[config.mk]
export PLATFORM = sky130hd
export DESIGN_NAME = clause_status_accumulator
export DESIGN_NICKNAME = d
export VERILOG_FILES = /design/src/rtl/clause_status_accumulator.sv
export SDC_FILE = /design/constraint.sdc
export NUM_CORES = 1
export LEC_CHECK = 0
export BUFFER_PORTS_ARGS = -buffer_cell sky130_fd_sc_hd__buf_2
export CORE_MARGIN = 2
export CORE_UTILIZATION = 35
export DETAILED_ROUTE_END_ITERATION = 12
export PLACE_DENSITY_LB_ADDON = 0.1
export SYNTH_ARGS = -nofsm -noshare
export SYNTH_HDL_FRONTEND = slang
export SYNTH_SLANG_ARGS = --single-unit
export TNS_END_PERCENT = 50
[constraint.sdc]
create_clock -name clock -period 4.57 [get_ports clock]
set_clock_uncertainty 0.2 [all_clocks]
set_input_delay 0.6855 -clock clock [delete_from_list [all_inputs] [get_ports clock]]
set_output_delay 0.6855 -clock clock [all_outputs]
set_load 0.02 [all_outputs]
[src/rtl/clause_status_accumulator.sv]
`default_nettype none
// ============================================================================
// Module      : clause_status_accumulator
// Description : Folds a stream of sub-clause beats into one clause verdict
//               (SAT / UNIT / CONFLICT / UNRESOLVED) with the implied
//               assignment for UNIT. Valid/ready handshakes on both sides.
// Options     : CLAUSE_STATS_EN adds saturating CONFLICT/UNIT counters.
// Revision    : 1.0 - initial release
// ============================================================================
module clause_status_accumulator #(
    parameter int VAR_PER_CLAUSE = 5,
    parameter int VAR_ID_W       = 8,
    parameter int MAX_BEATS      = 4,
    parameter int BEAT_W         = $clog2(MAX_BEATS + 1)
) (
    input  logic                      clock,
    input  logic                      reset,
    input  logic                      flush,
    input  logic                      in_valid,
    output logic                      in_ready,
    input  logic                      in_last,
    input  logic                      in_partial_sat,
    input  logic [VAR_PER_CLAUSE-1:0] in_unassign,
    input  logic [VAR_PER_CLAUSE-1:0] in_mask,
    input  logic [VAR_PER_CLAUSE-1:0] in_pole,
    input  logic [VAR_ID_W-1:0]       in_var_base,
    output logic                      out_valid,
    input  logic                      out_ready,
    output logic [1:0]                out_status,
    output logic [VAR_ID_W-1:0]       out_unit_var,
    output logic                      out_unit_val,
    output logic [BEAT_W-1:0]         out_beats
`ifdef CLAUSE_STATS_EN
    ,
    output logic [15:0]               stat_conflicts,
    output logic [15:0]               stat_units
`endif
);

    localparam logic [1:0] ST_UNRESOLVED = 2'b00;
    localparam logic [1:0] ST_SAT        = 2'b01;
    localparam logic [1:0] ST_UNIT       = 2'b10;
    localparam logic [1:0] ST_CONFLICT   = 2'b11;

    typedef enum logic [0:0] {
        S_ACCUM = 1'b0,
        S_HOLD  = 1'b1
    } state_t;

    state_t                    state_q, state_d;
    logic                      ready_q, ready_d;
    logic                      sat_q, sat_d;
    logic [1:0]                ucnt_q, ucnt_d;
    logic [VAR_ID_W-1:0]       uvar_q, uvar_d;
    logic                      uval_q, uval_d;
    logic [BEAT_W-1:0]         beats_q, beats_d;
    logic                      ovalid_q, ovalid_d;
    logic [1:0]                ostatus_q, ostatus_d;
    logic [VAR_ID_W-1:0]       ovar_q, ovar_d;
    logic                      oval_q, oval_d;
    logic [BEAT_W-1:0]         obeats_q, obeats_d;
    logic [15:0]               sconf_q, sconf_d;
    logic [15:0]               sunit_q, sunit_d;

    logic [VAR_PER_CLAUSE-1:0] w_u;
    logic [31:0]               w_sum;
    logic [1:0]                w_ucnt_new;
    logic                      w_sat_new;
    logic [VAR_ID_W-1:0]       w_low_var;
    logic                      w_low_val;
    logic [VAR_ID_W-1:0]       w_var_new;
    logic                      w_val_new;
    logic [BEAT_W-1:0]         w_beats_new;
    logic                      w_accept;
    logic                      w_final;
    logic [1:0]                w_verdict;

    // A freshly reset block stays not-ready for one cycle; flush always blocks beats.
    assign in_ready  = ready_q && !flush;
    assign w_accept  = in_valid && in_ready;

    // Beat fold: saturating unassigned count and lowest-lane unit candidate.
    always_comb begin
        w_u       = in_unassign & in_mask;
        w_sum     = 32'(ucnt_q);
        w_low_var = '0;
        w_low_val = 1'b0;
        // Scan high-to-low so the lowest set lane is the last one written.
        for (int i = VAR_PER_CLAUSE - 1; i >= 0; i--) begin
            if (w_u[i]) begin
                w_sum     = w_sum + 32'd1;
                w_low_var = in_var_base + VAR_ID_W'(i);
                w_low_val = ~in_pole[i];
            end
        end
        w_ucnt_new  = (w_sum >= 32'd2) ? 2'd2 : w_sum[1:0];
        w_sat_new   = sat_q | in_partial_sat;
        // Only the very first unassigned literal of the clause can be the unit.
        w_var_new   = ((ucnt_q == 2'd0) && (w_u != '0)) ? w_low_var : uvar_q;
        w_val_new   = ((ucnt_q == 2'd0) && (w_u != '0)) ? w_low_val : uval_q;
        w_beats_new = beats_q + BEAT_W'(1);
        w_final     = w_accept && (in_last || (w_beats_new == BEAT_W'(MAX_BEATS)));
        if (w_sat_new) begin
            w_verdict = ST_SAT;
        end else begin
            case (w_ucnt_new)
                2'd0:    w_verdict = ST_CONFLICT;
                2'd1:    w_verdict = ST_UNIT;
                default: w_verdict = ST_UNRESOLVED;
            endcase
        end
    end

    // Next-state logic: flush overrides accumulate, finalize and result handshake.
    always_comb begin
        state_d   = state_q;
        ready_d   = ready_q;
        sat_d     = sat_q;
        ucnt_d    = ucnt_q;
        uvar_d    = uvar_q;
        uval_d    = uval_q;
        beats_d   = beats_q;
        ovalid_d  = ovalid_q;
        ostatus_d = ostatus_q;
        ovar_d    = ovar_q;
        oval_d    = oval_q;
        obeats_d  = obeats_q;
        sconf_d   = sconf_q;
        sunit_d   = sunit_q;

        // Counters track completed handshakes only; a flushed result never counts.
        if (ovalid_q && out_ready && !flush) begin
            if ((ostatus_q == ST_CONFLICT) && (sconf_q != 16'hFFFF)) sconf_d = sconf_q + 16'd1;
            if ((ostatus_q == ST_UNIT) && (sunit_q != 16'hFFFF))     sunit_d = sunit_q + 16'd1;
        end

        if (flush) begin
            state_d  = S_ACCUM;
            ready_d  = 1'b1;
            sat_d    = 1'b0;
            ucnt_d   = 2'd0;
            uvar_d   = '0;
            uval_d   = 1'b0;
            beats_d  = '0;
            ovalid_d = 1'b0;
        end else begin
            case (state_q)
                S_ACCUM: begin
                    ready_d = 1'b1;
                    if (w_final) begin
                        state_d   = S_HOLD;
                        ready_d   = 1'b0;
                        ovalid_d  = 1'b1;
                        ostatus_d = w_verdict;
                        ovar_d    = (w_verdict == ST_UNIT) ? w_var_new : '0;
                        oval_d    = (w_verdict == ST_UNIT) ? w_val_new : 1'b0;
                        obeats_d  = w_beats_new;
                        sat_d     = 1'b0;
                        ucnt_d    = 2'd0;
                        uvar_d    = '0;
                        uval_d    = 1'b0;
                        beats_d   = '0;
                    end else if (w_accept) begin
                        sat_d   = w_sat_new;
                        ucnt_d  = w_ucnt_new;
                        uvar_d  = w_var_new;
                        uval_d  = w_val_new;
                        beats_d = w_beats_new;
                    end
                end
                S_HOLD: begin
                    if (out_ready) begin
                        state_d  = S_ACCUM;
                        ready_d  = 1'b1;
                        ovalid_d = 1'b0;
                    end
                end
                default: begin
                    state_d = S_ACCUM;
                end
            endcase
        end
    end

    // State and output registers with synchronous reset.
    always_ff @(posedge clock) begin
        if (reset) begin
            state_q   <= S_ACCUM;
            ready_q   <= 1'b0;
            sat_q     <= 1'b0;
            ucnt_q    <= 2'd0;
            uvar_q    <= '0;
            uval_q    <= 1'b0;
            beats_q   <= '0;
            ovalid_q  <= 1'b0;
            ostatus_q <= 2'b00;
            ovar_q    <= '0;
            oval_q    <= 1'b0;
            obeats_q  <= '0;
            sconf_q   <= 16'd0;
            sunit_q   <= 16'd0;
        end else begin
            state_q   <= state_d;
            ready_q   <= ready_d;
            sat_q     <= sat_d;
            ucnt_q    <= ucnt_d;
            uvar_q    <= uvar_d;
            uval_q    <= uval_d;
            beats_q   <= beats_d;
            ovalid_q  <= ovalid_d;
            ostatus_q <= ostatus_d;
            ovar_q    <= ovar_d;
            oval_q    <= oval_d;
            obeats_q  <= obeats_d;
            sconf_q   <= sconf_d;
            sunit_q   <= sunit_d;
        end
    end

    assign out_valid    = ovalid_q;
    assign out_status   = ostatus_q;
    assign out_unit_var = ovar_q;
    assign out_unit_val = oval_q;
    assign out_beats    = obeats_q;

`ifdef CLAUSE_STATS_EN
    assign stat_conflicts = sconf_q;
    assign stat_units     = sunit_q;
`else
    logic w_unused_stats;
    assign w_unused_stats = ^{sconf_q, sunit_q};
`endif

endmodule
`default_nettype wire

# After elaboration in Yosys (flattened, before gate mapping)
# Cells that the tools add are included.
[op_classes] n_addsub=10 n_lt_le_gt_ge=1 eq_ne=6 muxes=42 bitwise=9 reduce_logical=14
[op_table] operator="32-bit by 1-bit adder with 32-bit output (second input constant)" count=4
[op_table] operator="32-bit 2-to-1 mux" count=4
[op_table] operator="8-bit 2-to-1 mux" count=9
[op_table] operator="32-bit by 2-bit >= comparator with 1-bit output (second input constant)" count=1
[op_table] operator="1-bit 2-to-1 mux" count=18
[op_table] operator="8-bit by 2-bit adder with 8-bit output (second input constant)" count=2
[op_table] operator="3-bit 2-to-1 mux" count=3
[op_table] operator="8-bit by 1-bit adder with 8-bit output (second input constant)" count=1
[op_table] operator="8-bit by 3-bit adder with 8-bit output (second input constant)" count=1
[op_table] operator="2-bit 2-to-1 mux" count=4
[op_table] operator="1-bit inverter" count=7
[op_table] operator="1-bit case mux with 2 select lines" count=3
[op_table] operator="5-bit bitwise AND" count=1
[op_table] operator="5-bit nonzero test" count=1
[op_table] operator="1-bit logical AND" count=4
[op_table] operator="2-bit zero test" count=2
[op_table] operator="2-bit inequality test (second input constant)" count=2
[op_table] operator="2-bit case mux with 2 select lines" count=1
[op_table] operator="2-bit AND reduction" count=2
[op_table] operator="2-bit by 1-bit adder with 3-bit output (second input constant)" count=1
[op_table] operator="3-bit by 1-bit adder with 3-bit output (second input constant)" count=1
[op_table] operator="3-bit == test (second input constant)" count=1
[op_table] operator="3-bit inequality test (second input constant)" count=1
[op_table] operator="3-bit AND reduction" count=1
[op_table] operator="7 further kinds" count=7
[word_totals] ff_bits=32 input_bits=30 elab_cells=94

# Longest topological paths before layout
[depth] ltp_word=17 mapped_depth=22

# Worst setup path before layout
# Ideal clock, no wire load.
[synth_path] path_kind="input to register" start="input port in_unassign[4]" end="register oval_q (netlist: out_unit_val)" setup_ps=62 arrival_ps=3954 required_time_ps=4308 setup_slack_ps=354 cell_stages=19 n_path_buf=2 cell_sequence="and2_1 buf_6 o21ai_0 ha_1 mux2i_1 inv_1 ha_1 nand2_1 o21ai_0 ha_1 nand2_1 a22oi_1 ha_1 a32oi_1 o21ai_0 a2111oi_2 and3_1 buf_4 a32o_1"
[synth_between] elab_chain_cells=17 word_cells_on_any_way=26 cone_classes="add/sub (4); order compare (1); eq/ne (2); mux (15); bitwise (1); reduce/logical (3)"
[synth_lines] element="start, declared" line_no="23" source="input logic [VAR_PER_CLAUSE-1:0] in_unassign,"
[synth_lines] element="5-bit bitwise AND *" line_no="84" source="w_u = in_unassign & in_mask;"
[synth_lines] element="3-bit 2-to-1 mux" line_no="90" source="if (w_u[i]) begin"
[synth_lines] element="32-bit by 1-bit adder with 32-bit output" line_no="91" source="w_sum = w_sum + 32'd1;"
[synth_lines] element="32-bit 2-to-1 mux" line_no="90"
[synth_lines] element="32-bit by 1-bit adder with 32-bit output" line_no="91"
[synth_lines] element="32-bit 2-to-1 mux" line_no="90"
[synth_lines] element="32-bit by 1-bit adder with 32-bit output" line_no="91"
[synth_lines] element="32-bit 2-to-1 mux" line_no="90"
[synth_lines] element="32-bit by 1-bit adder with 32-bit output" line_no="91"
[synth_lines] element="32-bit 2-to-1 mux" line_no="90"
[synth_lines] element="32-bit by 2-bit >= comparator with 1-bit output" line_no="96" source="w_ucnt_new = (w_sum >= 32'd2) ? 2'd2 : w_sum[1:0];"
[synth_lines] element="2-bit 2-to-1 mux" line_no="96"
[synth_lines] element="2-bit by 1-bit == test with 1-bit output / 2-bit zero test (equally long branches)" line_no="106" source="case (w_ucnt_new)"
[synth_lines] element="2-bit case mux with 2 select lines" line_no="106"
[synth_lines] element="2-bit 2-to-1 mux" line_no="103" source="if (w_sat_new) begin"
[synth_lines] element="2-bit == test" line_no="156" source="oval_d = (w_verdict == ST_UNIT) ? w_val_new : 1'b0;"
[synth_lines] element="1-bit 2-to-1 mux *" line_no="156"
[synth_lines] element="end signal, assigned" line_no="213" source="oval_q <= oval_d;"
[synth_lines] element="end, declared" line_no="60" source="logic oval_q, oval_d;"
# Mark *: on every way between the ends. The rest lies on a longest branch, timed or not.
# A chain may end at the register's enable or synchronous reset.

# Final worst setup path
[layout_path] start="register ucnt_q[1]" end="register ovar_q[3] (netlist: out_unit_var[3])"
[layout_between] elab_chain_cells=17 word_cells_on_any_way=21 cone_classes="add/sub (5); order compare (1); eq/ne (2); mux (10); reduce/logical (3)"
[layout_lines] element="start, declared" line_no="53" source="logic [1:0] ucnt_q, ucnt_d;"
[layout_lines] element="start signal, assigned" line_no="206" source="ucnt_q <= ucnt_d;"
[layout_lines] element="2-bit by 1-bit adder with 3-bit output" line_no="91"
[layout_lines] element="3-bit 2-to-1 mux" line_no="90"
[layout_lines] element="32-bit by 1-bit adder with 32-bit output" line_no="91"
[layout_lines] element="32-bit 2-to-1 mux" line_no="90"
[layout_lines] element="32-bit by 1-bit adder with 32-bit output" line_no="91"
[layout_lines] element="32-bit 2-to-1 mux" line_no="90"
[layout_lines] element="32-bit by 1-bit adder with 32-bit output" line_no="91"
[layout_lines] element="32-bit 2-to-1 mux" line_no="90"
[layout_lines] element="32-bit by 1-bit adder with 32-bit output" line_no="91"
[layout_lines] element="32-bit 2-to-1 mux" line_no="90"
[layout_lines] element="32-bit by 2-bit >= comparator with 1-bit output" line_no="96"
[layout_lines] element="2-bit 2-to-1 mux" line_no="96"
[layout_lines] element="2-bit by 1-bit == test with 1-bit output / 2-bit zero test (equally long branches)" line_no="106"
[layout_lines] element="2-bit case mux with 2 select lines" line_no="106"
[layout_lines] element="2-bit 2-to-1 mux" line_no="103"
[layout_lines] element="2-bit == test" line_no="155" source="ovar_d = (w_verdict == ST_UNIT) ? w_var_new : '0;"
[layout_lines] element="8-bit 2-to-1 mux *" line_no="155"
[layout_lines] element="end signal, assigned" line_no="212" source="ovar_q <= ovar_d;"
[layout_lines] element="end, declared" line_no="59" source="logic [VAR_ID_W-1:0] ovar_q, ovar_d;"
# Marks and branches as above.

==> summary.txt <==
arrival time at the worst endpoint: 4250 ps
Routability Congestion: 0.8764
hold buffers post-CTS: 0
Setup Crit Path Kind: flop to flop
fraction of registers with async set/reset: 0%
clock power share: 32.7%
Fill cells: 702
DR pass1 iterations: 4
Critical Path RT: 4590 ps
largest net degree at the start of global routing: 19
area delta synth->final: 18.24%
non-filler cells, final: 431
Slew headroom: 46.13%
Mapped Area: 0.002415 mm2
Mapped Avg Cell Area: 7.790 um2
total power draw: 0.7118 mW
GRT met3 Usage: 3.033%
sequential area share after synthesis: 26.53%
dpl ws: 40.18 ps
Post-synth EDFFs: 0
fin. max-slew vios: 0
Post-synth top flop: dfxtp_1
initial antenna violation count: 0
most common cell after layout, fill and taps aside: buf_2
layout cells sized above 1: 21.37%
Via density: 5.742
register area: 640.6 um2
hold_sp: ready_q
Mapped Cells: 310
Multi-input gate area: 0.001657 mm2
Min-Delay Path Depth: 2
setup slack after layout: 338.8 ps
die area: 0.007580 mm2
detailed placement HPWL: 5250 um
Tmin final: 4231 ps
RR Endpoint: out_unit_var[3]
Util after Layout: 42.50%
R2R Setup Slk: 340 ps
port buffer count: 45
critical path fanouts, max: 12
gr busiest metal: met2
WHS Endpoint: ready_q
CTS clk-pin slew, worst paths: 60 ps
RSZ-0062 raised after global routing: no
first-pass GRT wire length: 11440 um
NetSw: 0.2171 mW
Netlist cell types: 60
ant diodes: 0
number of cell rows: 30
P_leak: 1.205 nW
number of global-route vias before repair: 2330
Initial Util: 35.94%
Avg WL per Cell: 16.50 um
hold crit path type: flop to flop
grt met2 use: 29.42%
synthesized net count: 353
Pint: 0.4947 mW
clk_lat worst skew: 270 ps
Critical Path Sink Type: flop
Residual DRC: 0
status: finished, final reports clean
YS warnings: 0
#FFs+latches synth: 32
GR Util met1: 27.04%
final setup fails: 0
H-tree levels: 2
fin nets: 394
Core Region: 0.006719 mm2
commonest non-fill, non-tap cells in the layout: buf_2 (45), nor2_1 (38), nand2_1 (32), dfxtp_1 (32), o21ai_0 (19)
pwr dens: 249.3 mW/mm2
Worst Max-Slew Pin Slew: 801.8 ps
via count: 2475
gr usage total: 19.03%
Die Y: 87.07 um
Tcrit/Tclk final: 92.59%
die width: 87.07 um
cells on worst reg2reg path: 21
TNS Setup: 0 ps
Max Freq: 0.2363 GHz
CTS Buffer Depth: 2
CTS sink count: 32
FF-to-FF Start: ucnt_q[1]
Final Hold Vio Count: 0
Net Sw Frac: 30.50%
cts bufs inserted: 5
grt ovf: 0
placed cell count: 424
CTS tree: done
post-route ant nets: 0
initial drt markers: 78
root buffer selected by CTS: clkbuf_8
VDD IR-drop max: 0.0001324 V
final wirelength: 7110 um
num ports: 46
Sequential Power Share: 39.9%
Worst setup SP type: flop
Max Cap Violations: 0
Comb power frac: 27.4%
[flip-flops by register name (all words and copies together), names as in the netlist]
register / flops
beats_q: 3
out_beats: 3
out_status: 2
out_unit_val: 1
out_unit_var: 8
out_valid: 1
ready_q: 1
sat_q: 1
state_q: 1
ucnt_q: 2
uval_q: 1
uvar_q: 8
[worst max-delay path by stage]
stage	startpoint	slack (ps)	depth (start not counted)	endpoint
2_1_floorplan	in_unassign[4]	350	19	out_unit_val
3_3_place_gp	in_mask[4]	160	19	out_unit_var[0]
3_5_place_dp	in_mask[4]	40	19	out_unit_var[3]
4_1_cts	ucnt_q[1]	310	20	out_unit_var[3]
5_1_grt	ucnt_q[1]	10	21	out_unit_var[5]
6_report	ucnt_q[1]	340	21	out_unit_var[3]
[cell usage after synthesis (4+ instances only)]
master / n / area share [%]
o21ai_0: 20 / 4.1
a21o_1: 4 / 1.2
ha_1: 13 / 6.7
nand2_1: 32 / 5.0
o31ai_1: 6 / 1.9
mux2i_1: 4 / 1.7
a22oi_1: 11 / 3.4
dfxtp_1: 32 / 27
clkbuf_1: 16 / 2.5
a32o_1: 10 / 4.1
nand3_1: 12 / 2.5
inv_1: 11 / 1.7
a21oi_1: 17 / 3.5
and2_1: 5 / 1.3
nor3_1: 5 / 1.0
and3_1: 4 / 1.0
o211ai_1: 5 / 1.6
nor2_1: 38 / 5.9
[logic make-up after synthesis]
logic type	count (synthesis)	share of synthesized area [%]
AOI/OAI and AO/OA	104	30.83
xor gates and xnor gates	11	6.632
adders and majority gates	13	6.736
buffers and inverters	33	5.699
DFF	32	26.53
muxes	5	2.124
and+or+nand+nor	112	21.45
[metrics by stage]
stage	cell area (um2)	hold WS (ps)
2_1_floorplan	2415	229.2
3_3_place_gp	2739	245.9
3_5_place_dp	2739	249.8
4_1_cts	2835	261.4
5_1_grt	2855	287.1
6_report	2855	258.2
[layer usage]
layer  wire, um  part of all wire (%)  up-vias
li1           -                     -     1241
met1       3502                    49     1178
met2       3222                    45       48
met3        265                   3.7        8
met4        119                   1.7        0
met5          0                     0        -
[what timing repair did]
action,in CTS,in global routing
buffers inserted,0,0
endpoints found under the setup margin,0,13
resized for setup,0,4
[layout make-up]
type / instances / share of cell area (%)
Multi-Input combinational cell: 245 / 58.02
Sequential cell: 32 / 22.44
Timing Repair Buffer: 56 / 11.22
Tap cell: 80 / 3.506
Clock buffer: 7 / 3.374
Inverter: 11 / 1.446
[power groups by stage]
stage / logic (mW) / registers [mW] / clock network (mW)
floorplan: 0.124 / 0.292 / 0
global placement: 0.192 / 0.290 / 0
detailed placement: 0.193 / 0.290 / 0
CTS: 0.193 / 0.284 / 0.238
global route: 0.216 / 0.284 / 0.252
finish: 0.195 / 0.284 / 0.233
[critical path, stage by stage, from the launching register on]
cell and delay [ps]:
dfxtp_1 350, inv_1 110, ha_4 290, nand3_1 60, o21ai_1 120, ha_1 280, mux2i_1 180, inv_1 70
ha_1 310, nand2_1 60, o21ai_0 100, ha_1 310, nand2_1 70, a22oi_2 220, ha_2 230, nand2_1 80
nand3_1 120, o21ai_0 110, a2111oi_2 340, and3_1 260, buf_12 140, a32o_1 150
No activity file was read; power rests on OpenSTA's default activity.
